===== src/rtl/mem_port_arbiter_if.sv =====
// rtl/mem_port_arbiter_if.sv - requester and memory-bus signal bundle for mem_port_arbiter
// slave = arbiter view, master = requesters plus memory view.
interface mem_port_arbiter_if #(
    parameter int ADDR_W = 32,
    parameter int DATA_W = 32
);
    logic                  if_req;
    logic [ADDR_W-1:0]     if_addr;
    logic [DATA_W-1:0]     if_rdata;
    logic                  if_valid;

    logic                  mem_req;
    logic                  mem_we;
    logic [ADDR_W-1:0]     mem_addr;
    logic [DATA_W-1:0]     mem_wdata;
    logic [DATA_W/8-1:0]   mem_be;
    logic [DATA_W-1:0]     mem_rdata;
    logic                  mem_valid;

    logic                  bus_req;
    logic                  bus_we;
    logic [ADDR_W-1:0]     bus_addr;
    logic [DATA_W-1:0]     bus_wdata;
    logic [DATA_W/8-1:0]   bus_be;
    logic                  bus_ack;
    logic [DATA_W-1:0]     bus_rdata;

    logic                  stall_IF;
    logic                  stall_MEM;
    logic [1:0]            owner;

    modport slave (
        input  if_req, if_addr,
        output if_rdata, if_valid,
        input  mem_req, mem_we, mem_addr, mem_wdata, mem_be,
        output mem_rdata, mem_valid,
        output bus_req, bus_we, bus_addr, bus_wdata, bus_be,
        input  bus_ack, bus_rdata,
        output stall_IF, stall_MEM, owner
    );

    modport master (
        output if_req, if_addr,
        input  if_rdata, if_valid,
        output mem_req, mem_we, mem_addr, mem_wdata, mem_be,
        input  mem_rdata, mem_valid,
        input  bus_req, bus_we, bus_addr, bus_wdata, bus_be,
        output bus_ack, bus_rdata,
        input  stall_IF, stall_MEM, owner
    );
endinterface


===== src/rtl/mem_port_arbiter.sv =====
// rtl/mem_port_arbiter.sv - shares one memory port between IF fetch and MEM load/store
// Optional IF anti-starvation under macro ARB_FAIRNESS_EN (default: strict MEM priority).
module mem_port_arbiter #(
    parameter int ADDR_W     = 32,
    parameter int DATA_W     = 32,
    parameter int STARVE_MAX = 4
) (
    input  logic              clock,
    input  logic              reset,
    mem_port_arbiter_if.slave ifc
);
    localparam int BE_W = DATA_W / 8;

    typedef enum logic [1:0] {
        IDLE      = 2'd0,
        SERVE_IF  = 2'd1,
        SERVE_MEM = 2'd2
    } state_t;

    // The starve counter is 3 bits, so the threshold must fit in it.
    if (STARVE_MAX < 1 || STARVE_MAX > 7) begin : g_starve_max_range
        $error("STARVE_MAX must be within 1..7");
    end

    state_t              state_q, state_d;
    logic                bus_req_q, bus_req_d;
    logic                bus_we_q, bus_we_d;
    logic [ADDR_W-1:0]   bus_addr_q, bus_addr_d;
    logic [DATA_W-1:0]   bus_wdata_q, bus_wdata_d;
    logic [BE_W-1:0]     bus_be_q, bus_be_d;
    logic                if_valid_q, if_valid_d;
    logic                mem_valid_q, mem_valid_d;
    logic [DATA_W-1:0]   if_rdata_q, if_rdata_d;
    logic [DATA_W-1:0]   mem_rdata_q, mem_rdata_d;
    logic [1:0]          owner_q, owner_d;

    logic                arb_idle;
    logic                force_if;
    logic                grant_mem;
    logic                grant_if;

`ifdef ARB_FAIRNESS_EN
    logic [2:0]          starve_q, starve_d;

    assign force_if = ifc.if_req && ifc.mem_req && (starve_q == 3'(STARVE_MAX));

    always_comb begin
        starve_d = starve_q;
        if (!ifc.if_req || grant_if) begin
            starve_d = 3'd0;
        end else if (grant_mem && starve_q != 3'd7) begin
            starve_d = starve_q + 3'd1;
        end
    end
`else
    assign force_if = 1'b0;
`endif

    assign arb_idle  = (state_q == IDLE);
    assign grant_mem = arb_idle && ifc.mem_req && !force_if;
    assign grant_if  = arb_idle && ifc.if_req && !grant_mem;

    always_comb begin
        state_d     = state_q;
        bus_req_d   = bus_req_q;
        bus_we_d    = bus_we_q;
        bus_addr_d  = bus_addr_q;
        bus_wdata_d = bus_wdata_q;
        bus_be_d    = bus_be_q;
        if_rdata_d  = if_rdata_q;
        mem_rdata_d = mem_rdata_q;
        if_valid_d  = 1'b0;
        mem_valid_d = 1'b0;

        unique case (state_q)
            IDLE: begin
                if (grant_mem) begin
                    bus_req_d   = 1'b1;
                    bus_we_d    = ifc.mem_we;
                    bus_addr_d  = ifc.mem_addr;
                    bus_wdata_d = ifc.mem_wdata;
                    bus_be_d    = ifc.mem_be;
                    state_d     = SERVE_MEM;
                end else if (grant_if) begin
                    bus_req_d   = 1'b1;
                    bus_we_d    = 1'b0;
                    bus_addr_d  = ifc.if_addr;
                    bus_be_d    = {BE_W{1'b1}};
                    state_d     = SERVE_IF;
                end
            end
            SERVE_IF: begin
                if (ifc.bus_ack) begin
                    bus_req_d  = 1'b0;
                    if_valid_d = 1'b1;
                    if_rdata_d = ifc.bus_rdata;
                    state_d    = IDLE;
                end
            end
            SERVE_MEM: begin
                if (ifc.bus_ack) begin
                    bus_req_d   = 1'b0;
                    mem_valid_d = 1'b1;
                    // Stores leave the last load result visible to the pipeline.
                    if (!bus_we_q) begin
                        mem_rdata_d = ifc.bus_rdata;
                    end
                    state_d     = IDLE;
                end
            end
            default: begin
                bus_req_d = 1'b0;
                state_d   = IDLE;
            end
        endcase

        owner_d = 2'(state_d);
    end

    always_ff @(posedge clock or posedge reset) begin
        if (reset) begin
            state_q     <= IDLE;
            bus_req_q   <= 1'b0;
            bus_we_q    <= 1'b0;
            bus_addr_q  <= '0;
            bus_wdata_q <= '0;
            bus_be_q    <= '0;
            if_valid_q  <= 1'b0;
            mem_valid_q <= 1'b0;
            if_rdata_q  <= '0;
            mem_rdata_q <= '0;
            owner_q     <= 2'd0;
`ifdef ARB_FAIRNESS_EN
            starve_q    <= 3'd0;
`endif
        end else begin
            state_q     <= state_d;
            bus_req_q   <= bus_req_d;
            bus_we_q    <= bus_we_d;
            bus_addr_q  <= bus_addr_d;
            bus_wdata_q <= bus_wdata_d;
            bus_be_q    <= bus_be_d;
            if_valid_q  <= if_valid_d;
            mem_valid_q <= mem_valid_d;
            if_rdata_q  <= if_rdata_d;
            mem_rdata_q <= mem_rdata_d;
            owner_q     <= owner_d;
`ifdef ARB_FAIRNESS_EN
            starve_q    <= starve_d;
`endif
        end
    end

    assign ifc.bus_req   = bus_req_q;
    assign ifc.bus_we    = bus_we_q;
    assign ifc.bus_addr  = bus_addr_q;
    assign ifc.bus_wdata = bus_wdata_q;
    assign ifc.bus_be    = bus_be_q;
    assign ifc.if_valid  = if_valid_q;
    assign ifc.if_rdata  = if_rdata_q;
    assign ifc.mem_valid = mem_valid_q;
    assign ifc.mem_rdata = mem_rdata_q;
    assign ifc.owner     = owner_q;
    assign ifc.stall_IF  = ifc.if_req && !if_valid_q;
    assign ifc.stall_MEM = ifc.mem_req && !mem_valid_q;
endmodule


===== src/flat_wrapper.sv =====
// flat-port wrapper written by rule: the top's interface ports become plain ports
module mem_port_arbiter_flat 
#(
    parameter int ADDR_W     = 32,
    parameter int DATA_W     = 32,
    parameter int STARVE_MAX = 4
)
  (clock, reset, ifc_if_req, ifc_if_addr, ifc_if_rdata, ifc_if_valid, ifc_mem_req, ifc_mem_we, ifc_mem_addr, ifc_mem_wdata, ifc_mem_be, ifc_mem_rdata, ifc_mem_valid, ifc_bus_req, ifc_bus_we, ifc_bus_addr, ifc_bus_wdata, ifc_bus_be, ifc_bus_ack, ifc_bus_rdata, ifc_stall_IF, ifc_stall_MEM, ifc_owner);
  mem_port_arbiter_if #(.ADDR_W(ADDR_W), .DATA_W(DATA_W)) ifc_i ();
  input  logic clock;
  input  logic reset;
  input wire logic [$bits(ifc_i.if_req)-1:0] ifc_if_req;
  input wire logic [$bits(ifc_i.if_addr)-1:0] ifc_if_addr;
  output wire logic [$bits(ifc_i.if_rdata)-1:0] ifc_if_rdata;
  output wire logic [$bits(ifc_i.if_valid)-1:0] ifc_if_valid;
  input wire logic [$bits(ifc_i.mem_req)-1:0] ifc_mem_req;
  input wire logic [$bits(ifc_i.mem_we)-1:0] ifc_mem_we;
  input wire logic [$bits(ifc_i.mem_addr)-1:0] ifc_mem_addr;
  input wire logic [$bits(ifc_i.mem_wdata)-1:0] ifc_mem_wdata;
  input wire logic [$bits(ifc_i.mem_be)-1:0] ifc_mem_be;
  output wire logic [$bits(ifc_i.mem_rdata)-1:0] ifc_mem_rdata;
  output wire logic [$bits(ifc_i.mem_valid)-1:0] ifc_mem_valid;
  output wire logic [$bits(ifc_i.bus_req)-1:0] ifc_bus_req;
  output wire logic [$bits(ifc_i.bus_we)-1:0] ifc_bus_we;
  output wire logic [$bits(ifc_i.bus_addr)-1:0] ifc_bus_addr;
  output wire logic [$bits(ifc_i.bus_wdata)-1:0] ifc_bus_wdata;
  output wire logic [$bits(ifc_i.bus_be)-1:0] ifc_bus_be;
  input wire logic [$bits(ifc_i.bus_ack)-1:0] ifc_bus_ack;
  input wire logic [$bits(ifc_i.bus_rdata)-1:0] ifc_bus_rdata;
  output wire logic [$bits(ifc_i.stall_IF)-1:0] ifc_stall_IF;
  output wire logic [$bits(ifc_i.stall_MEM)-1:0] ifc_stall_MEM;
  output wire logic [$bits(ifc_i.owner)-1:0] ifc_owner;
  assign ifc_i.if_req = ifc_if_req;
  assign ifc_i.if_addr = ifc_if_addr;
  assign ifc_if_rdata = ifc_i.if_rdata;
  assign ifc_if_valid = ifc_i.if_valid;
  assign ifc_i.mem_req = ifc_mem_req;
  assign ifc_i.mem_we = ifc_mem_we;
  assign ifc_i.mem_addr = ifc_mem_addr;
  assign ifc_i.mem_wdata = ifc_mem_wdata;
  assign ifc_i.mem_be = ifc_mem_be;
  assign ifc_mem_rdata = ifc_i.mem_rdata;
  assign ifc_mem_valid = ifc_i.mem_valid;
  assign ifc_bus_req = ifc_i.bus_req;
  assign ifc_bus_we = ifc_i.bus_we;
  assign ifc_bus_addr = ifc_i.bus_addr;
  assign ifc_bus_wdata = ifc_i.bus_wdata;
  assign ifc_bus_be = ifc_i.bus_be;
  assign ifc_i.bus_ack = ifc_bus_ack;
  assign ifc_i.bus_rdata = ifc_bus_rdata;
  assign ifc_stall_IF = ifc_i.stall_IF;
  assign ifc_stall_MEM = ifc_i.stall_MEM;
  assign ifc_owner = ifc_i.owner;
  mem_port_arbiter #(.ADDR_W(ADDR_W), .DATA_W(DATA_W), .STARVE_MAX(STARVE_MAX)) u_core (.clock(clock), .reset(reset), .ifc(ifc_i));
endmodule

===== config.mk =====
export PLATFORM = sky130hd
export DESIGN_NAME = mem_port_arbiter_flat
export DESIGN_NICKNAME = d
export VERILOG_FILES = /design/src/rtl/mem_port_arbiter_if.sv /design/src/rtl/mem_port_arbiter.sv /design/src/flat_wrapper.sv
export SDC_FILE = /design/constraint.sdc
export NUM_CORES = 1
export LEC_CHECK = 0
export ABC_AREA = 1
export CORE_MARGIN = 1
export CORE_UTILIZATION = 37
export DETAILED_ROUTE_END_ITERATION = 10
export PLACE_DENSITY = 0.77
export SLEW_MARGIN = 20
export SYNTH_ARGS = -nofsm -noshare
export SYNTH_HDL_FRONTEND = slang
export SYNTH_SLANG_ARGS = --single-unit

===== constraint.sdc =====
create_clock -name clock -period 4.28 [get_ports clock]
set_input_delay 0.428 -clock clock [delete_from_list [all_inputs] [get_ports clock]]
set_output_delay 0.428 -clock clock [all_outputs]
set_load 0.05 [all_outputs]

Word level (Yosys, flattened, before mapping)
Cells that the tools add are included.
{"block": "word_totals", "ff_bits": 138, "wordCells": 48, "out_inout_bits": 140, "in_bits": 138}
{"block": "classes", "mux": 17, "bitwise_logic": 1, "eq_ne": 4, "reduce_logical": 16}
{"op": "$mux W32", "count": 2}
{"op": "$mux W1", "count": 8}
{"op": "$mux W4", "count": 2}
{"op": "$reduce_and A2 Y1", "count": 4}
{"op": "$mux W2", "count": 3}
{"op": "$logic_and A1 B1 Y1", "count": 5}
{"op": "$pmux W2 S2", "count": 1}
{"op": "$logic_not A1 Y1", "count": 3}
{"op": "$ne A3 B3 Y1 const B", "count": 1}
{"op": "$reduce_and A3 Y1", "count": 1}
{"op": "$eq A2 B1 Y1 const B", "count": 1}
{"op": "$eq A2 B2 Y1 const B", "count": 1}
{"op": "$logic_not A2 Y1", "count": 1}
{"op": "$ne A2 B1 Y1 const B", "count": 1}
{"op": "$pmux W1 S2", "count": 1}
{"op": "$reduce_bool A2 Y1", "count": 1}
{"op": "$reduce_or A2 Y1", "count": 1}
{"op": "$not A1 Y1", "count": 1}

Logic depth before layout (Yosys ltp)
{"block": "logic_depth", "ltp_word": 7, "mapped_depth": 8, "mapped_depth_nobuf": 7}

Worst setup path after synthesis
OpenSTA, ideal clock, no wires.
{"block": "synth_timing", "kind": "register to output", "startpoint": "register u_core.if_valid_q, in the netlist u_core.ifc.if_valid", "endpoint": "output ifc_stall_IF", "t_required_ps": 3852, "stages_incl_launch_ff": 2, "arrival_time_ps": 1280, "setup_slack_ps": 2572, "path_cell_list": "dfrtp_1 > nor2_1"}
{"block": "synth_between", "elab_chain_cells": 2}
{"item": "start, declared", "line": "mem_port_arbiter.sv:31", "rtl": "logic if_valid_q, if_valid_d;"}
{"item": "start signal, assigned", "line": "mem_port_arbiter.sv:143", "rtl": "if_valid_q <= if_valid_d;"}
{"item": "$logic_not A1 Y1", "line": "mem_port_arbiter.sv:164", "rtl": "assign ifc.stall_IF = ifc.if_req && !if_valid_q;"}
{"item": "$logic_and A1 B1 Y1", "line": "mem_port_arbiter.sv:164"}
{"item": "end, declared", "line": "flat_wrapper.sv:30", "rtl": "output wire logic [$bits(ifc_i.stall_IF)-1:0] ifc_stall_IF;"}
No other way between the ends.

Final worst setup path
{"block": "layout_timing", "startpoint": "input ifc_mem_req", "endpoint": "output ifc_stall_MEM"}
{"block": "layout_between", "elab_chain_cells": 1}
{"item": "start, declared", "line": "flat_wrapper.sv:16", "rtl": "input wire logic [$bits(ifc_i.mem_req)-1:0] ifc_mem_req;"}
{"item": "$logic_and A1 B1 Y1", "line": "mem_port_arbiter.sv:165", "rtl": "assign ifc.stall_MEM = ifc.mem_req && !mem_valid_q;"}
{"item": "end, declared", "line": "flat_wrapper.sv:31", "rtl": "output wire logic [$bits(ifc_i.stall_MEM)-1:0] ifc_stall_MEM;"}
No other way between the ends.

==> run summary <==
Via count - 5269
Crit end category - output port
Synth area leader - dfrtp_1
CTS Buf Count - 17
Status - complete, no violations
Crit. Startpoint - ifc_mem_req
Startpoint types - input port
Pins Over Slew Limit - 0
Fin. Hold Viols - 0
RSZ-0062 raised after global routing - false
Fin Hold WS - 0.478 ns
Latest clock arrival within the worst-skew pair - 0.42 ns
Mux contribution to synthesized area - 0%
Io pins - 278
CP max-delay cell - clkdlybuf4s50_1
Via count of the first global-routing pass - 5107
Routed WL - 16.9 mm
Sequential Area - 3450 um^2
ANT nets after route - 0
Asr flop ratio synth - 100%
Root buffer cell - clkbuf_16
Worst min-delay path class - reg2reg
Clk slew on worst S/H paths - 0.05 ns
Simple-gate share of the synthesized area - 24.6%
Pwr Density - 912 nW/um^2
CTS tree - built
# fillers - 1320
Synth Area in Compound Gates - 5.56%
Final min period - 2.64 ns
Fmax - 378 MHz
Pin count of the biggest net entering global routing - 84
# diodes - 0
Pleak - 4.77 nW
Critical path's most frequent cell - clkdlybuf4s50_1
Critical path arrival - 2.22 ns
Full die area - 16300 um^2
Clock buffer depth - 2
DRC - 0
Setup TNS - 0 ns
IO Port Bufs - 277
CORE AREA - 15300 um^2
CP Max Fanout - 10
GRT Util Overall - 21.1%
Final Setup Violations - 0
GR Overflow Total - 0
First-pass GRT wire length - 26.4 mm
Largest family of logic cells by synthesized area - simple AND/OR/NAND/NOR gates
Starting density of the core - 38.2%
Final nets - 1108
Worst-path cell chain - clkdlybuf4s50_1 > inv_1 > nor2_1 > clkdlybuf4s50_1
CP Class - in2out
RePlAce Congestion - 0.796
Yosys warning count - 0
CP max stage delay - 0.82 ns
Fin area - 9400 um^2
Synth Register Bits - 138
Post-Synth XOR/XNOR Area - 0%
Hold Path Origin - u_core.ifc.bus_wdata[2]
Die Ht - 128 um
Cell Area, Placed - 8730 um^2
Period utilisation layout - 61.8%
# rows - 45
Layout area overhead - 60.7%
Most numerous cell in the Yosys netlist - nand2_1
Seq/Total Area, Yosys - 59.1%
Resized Gates After CTS - 0
Top-area cell type share of the netlist area - 59.1%
Post-Syn Area - 5850 um^2
Top cells by area, synth - dfrtp_1, nand2_1, inv_1, o21ai_0, nand3_1
Layout cells sized above 1 - 5.31%
Initial antenna violation count - 0
Adder-Cell Fraction of Synth Area - 0.642%
Iteration-0 DRC Markers - 250
Max Cap Viol - 0
Routed wire length per instance - 14.2 um
1st-pass router iterations - 5
Post-synth EDFFs - 0
Cts hold-fix bufs - 0
CTS Sinks - 138
Worst Max-Slew Pin Slew - 0.770 ns
Crit Reg-Reg Startpoint - u_core.state_q[1]
Cells after Synth - 701
Ys flop type - dfrtp_1
Syn_area_per_cell - 8.34 um^2
Dpl hpwl - 11.9 mm
Multi-input logic area - 1810 um^2
Setup bufs post-CTS - 0
Routed vias/inst - 4.42
Net count after synthesis - 842
Synth unique cells - 16
Worst endpoint required time - 3.85 ns
Final clock skew - 0.0139 ns
Slew HR - 48.6%
H-tree depth - 4
Top post-synthesis cells by count - nand2_1, dfrtp_1, inv_1
Chip width - 128 um
Max VDD drop - 0.601 mV
## metrics by stage
step / utilization [%] / total power, mW / worst slack [ns] / instances
finish: 61.4 / 8.57 / 1.64 / 1191
global route: 61.4 / 9.01 / 1.58 / 1191
detailed placement: 57.0 / 6.98 / 1.62 / 1159
CTS: 61.3 / 8.64 / 1.65 / 1191
global placement: 57.0 / 6.91 / 1.70 / 1159
floorplan: - / 5.34 / 0.156 / 701
## path summary, 6_finish.rpt
path                                       endpoint  slack, ns  cells past startpoint
max in group asynchronous  u_core.ifc.mem_rdata[28]       2.81                      3
max                                   ifc_stall_MEM       1.64                      4
min reg2reg                 u_core.ifc.bus_wdata[2]       0.48                      2
min                         u_core.ifc.bus_wdata[2]       0.48                      2
max reg2reg                 u_core.ifc.bus_addr[23]       2.00                      7
min in group asynchronous   u_core.ifc.bus_wdata[5]       0.53                      2
## logic make-up after synthesis
logic type / after synthesis
AOI/OAI and AO/OA: 65
adders and majority gates: 3
buffers and inverters: 141
DFF: 138
and+or+nand+nor: 354
## flip-flops by register name, summed over array words and instances (netlist names)
| signal | flops |
|---|---|
| u_core.ifc.bus_wdata | 32 |
| u_core.ifc.bus_be | 4 |
| u_core.ifc.bus_addr | 32 |
| u_core.ifc.if_valid | 1 |
| u_core.ifc.if_rdata | 32 |
| u_core.ifc.bus_req | 1 |
| u_core.ifc.mem_valid | 1 |
| u_core.ifc.mem_rdata | 32 |
| u_core.ifc.bus_we | 1 |
| u_core.state_q | 2 |
## metal layers
| metal | global-route usage (%) | part of all wire [%] |
|---|---|---|
| met1 | 24.6 | 40 |
| met2 | 35.9 | 49 |
| met3 | 7.85 | 8.8 |
| met4 | 7.06 | 1.6 |
| met5 | 0 | 0 |
## worst max-delay path: cells and delay by family
| family | cells | cell delay, ns |
|---|---|---|
| buffers and inverters | 3 | 1.66 |
| and+or+nand+nor | 1 | 0.13 |
## power breakdown
part           internal, mW  switching (mW)  leakage (nW)
logic                  1.44            3.24          2.75
registers              1.92           0.350          1.71
clock network          1.06           0.568         0.315
total                  4.42            4.16          4.77
## layout make-up
class	count	share of cell area, %
clock buffer	19	4.71
clock inverter	13	2.28
inverter	107	4.33
multi-input combinational	422	19.3
sequential	138	36.8
tap	211	2.81
timing repair buffer	281	29.8
## placed cells by master, fill, tap and decap left out, types with 3 or more instances in the layout
master	netlist	routed
buf_4	7	4
nand3_2	10	10
inv_1	105	104
nor2_1	15	15
dfrtp_1	138	138
nand3_1	23	23
nand2_1	303	302
bufinv_16	0	5
ha_1	3	3
nand2_4	2	4
inv_6	0	4
clkbuf_16	0	17
clkdlybuf4s50_1	0	277
o21ai_0	65	65
(Power assumes the default switching activity.)
==> variant (config.mk and constraints unchanged) <==
`ADDR_W` is set to 32 in 3 places; all go to 40.
--- a/src/rtl/mem_port_arbiter_if.sv
+++ b/src/rtl/mem_port_arbiter_if.sv
@@ -1,7 +1,7 @@
 // rtl/mem_port_arbiter_if.sv - requester and memory-bus signal bundle for mem_port_arbiter
 // slave = arbiter view, master = requesters plus memory view.
 interface mem_port_arbiter_if #(
-    parameter int ADDR_W = 32,
+    parameter int ADDR_W = 40,
     parameter int DATA_W = 32
 );
     logic                  if_req;
--- a/src/rtl/mem_port_arbiter.sv
+++ b/src/rtl/mem_port_arbiter.sv
@@ -1,7 +1,7 @@
 // rtl/mem_port_arbiter.sv - shares one memory port between IF fetch and MEM load/store
 // Optional IF anti-starvation under macro ARB_FAIRNESS_EN (default: strict MEM priority).
 module mem_port_arbiter #(
-    parameter int ADDR_W     = 32,
+    parameter int ADDR_W     = 40,
     parameter int DATA_W     = 32,
     parameter int STARVE_MAX = 4
 ) (
--- a/src/flat_wrapper.sv
+++ b/src/flat_wrapper.sv
@@ -1,7 +1,7 @@
 // flat-port wrapper written by rule: the top's interface ports become plain ports
 module mem_port_arbiter_flat 
 #(
-    parameter int ADDR_W     = 32,
+    parameter int ADDR_W     = 40,
     parameter int DATA_W     = 32,
     parameter int STARVE_MAX = 4
 )
Ports: changed (resized ifc_bus_addr, ifc_if_addr and ifc_mem_addr); port bits go from 278 to 302. No check against the original RTL was run, so the function may have changed too.
==> variant against the unedited design <==
Sequential cell count increased by 8; routed wire length up 4.7%; design area up 6.2%; sequential power increased by 6%; total power rose by 3.2%; worst setup slack better by 16 ps; area after synthesis up 7.6%; combinational power grew 6.4%; via count grew 7.8%; critical path depth unchanged; synthesized cell count increased by 9.7%.
==> variant: results (changes against the unedited design) <==
The routed length on met1 is 7.19 mm (+5.3%), and the wire length on met3 is 1.80 mm (+22%). The number of search-and-repair iterations in the first detailed-routing pass came out at 4 (-1). The logs give 2200 ps (-20 ps) for the arrival time at the worst endpoint and 20.9% (-0.26 points) for the global routing usage summed across all routing layers. Internal power of the cells: 4.41 mW (about the same).

For the register area share after synthesis, the log shows 58.1% (-0.99 points). The logs give 5.11 nW (+7.1%) for the static power due to leakage and 926 (+10%) for the number of nets produced by synthesis. The clock network power share is 16.6% (-2.3 points). The synthesized-area fraction occupied by ao, oa, aoi and oai cells works out to 5.17% (-0.39 points). By area the synthesized netlist is led by sky130_fd_sc_hd__dfrtp_1 58%, sky130_fd_sc_hd__nand2_1 20%, sky130_fd_sc_hd__inv_1 7.2%. Part of the power in registers: 27.1% (+0.7 points). The number of buffers inserted by port buffering came out at 301 (+8.7%). The detailed route wirelength on metal2 is 8.24 mm (-0.71%), and the number of cell rows is 47 (+4.4%). The endpoint identified for the worst register-to-register timing path is u_core.ifc.bus_we. The slack of the worst reg-to-reg path was 1910 ps (-90 ps).

The global-route met3 utilization came out at 8.96% (+1.1 points). The number of nets in the finished design is 1211 (+9.3%). The run finished with clean final reports. The routability congestion estimate came out at 0.836 (+5.0%).

The number of vias per cell after detailed routing was 4.41 (-0.21%). In this run the critical register-to-register path is launched from u_core.state_q[0]. Final HPWL from detailed placement: 12.2 mm (+2.2%).

The longest individual stage delay on the worst path works out to 850 ps (+30 ps). The number of filler cells placed in the layout is 1436 (+8.8%). The run gives 34.4% (-1.5 points) as the global routing usage on met2. The routed length per placed instance was 13.7 µm (-3.1%); the final clock skew was 8.12 ps (-5.75 ps). The tools report the source of the worst hold timing path as u_core.ifc.bus_addr[5]. Fraction of layout instances using a drive strength above 1: 4.97% (-0.34 points). The tools report the end point of the most critical hold path as u_core.ifc.bus_addr[5]. The cell area after placement came out at 9400 µm² (+7.6%). The via count of the first global-routing pass came out at 5773 (+13%).
[variant: cell types whose count changed in the layout (fill, tap and decap cells not counted), sizes merged, moves of 3 or more]
| cell | before | now |
|---|---|---|
| inv | 110 | 127 |
| nand2 | 306 | 338 |
| dfrtp | 138 | 146 |
| clkinv | 3 | 6 |
| bufinv | 5 | 1 |
| nand3 | 33 | 41 |
| clkdlybuf4s50 | 277 | 300 |
[variant: worst max-delay path by stage]
stage / cells past startpoint / to / startpoint
detailed placement: 4 / ifc_stall_MEM / ifc_mem_req
CTS: 4 / ifc_stall_MEM / ifc_mem_req
floorplan: 1 / u_core.ifc.bus_addr[0] / reset
finish: 4 / ifc_stall_MEM / ifc_mem_req
global placement: 4 / ifc_stall_MEM / ifc_mem_req
global route: 4 / ifc_stall_MEM / ifc_mem_req
[variant: cell type report]
type                            count  area, µm²  area share [%]
Clock buffer                       18        439            4.40
Clock inverter                     14        148            1.48
Inverter                          123        465            4.66
Multi-Input combinational cell    462       1960            19.6
Sequential cell                   146       3650            36.6
Tap cell                          220        275            2.76
Timing Repair Buffer              304       3040            30.5
[variant: cells by family (layout without fill, tap and decap cells)]
kind of cell	count (synthesis)	in the layout
and+or+nand+nor	394	394
DFF	146	146
AOI/OAI and AO/OA	65	65
buffers and inverters	161	459
adders and majority gates	3	3
[variant: stage by stage]
stage | utilization (%) | hold WS, ps | cells | setup WS, ps
after global routing | 60.2 | 498 | 1287 | 1470
final | 60.2 | 478 | 1287 | 1650
after floorplan | - | 538 | 769 | 2020
after CTS | 60.2 | 481 | 1287 | 1650
after global placement | 56.7 | 459 | 1255 | 1670
after detailed placement | 56.7 | 464 | 1255 | 1660
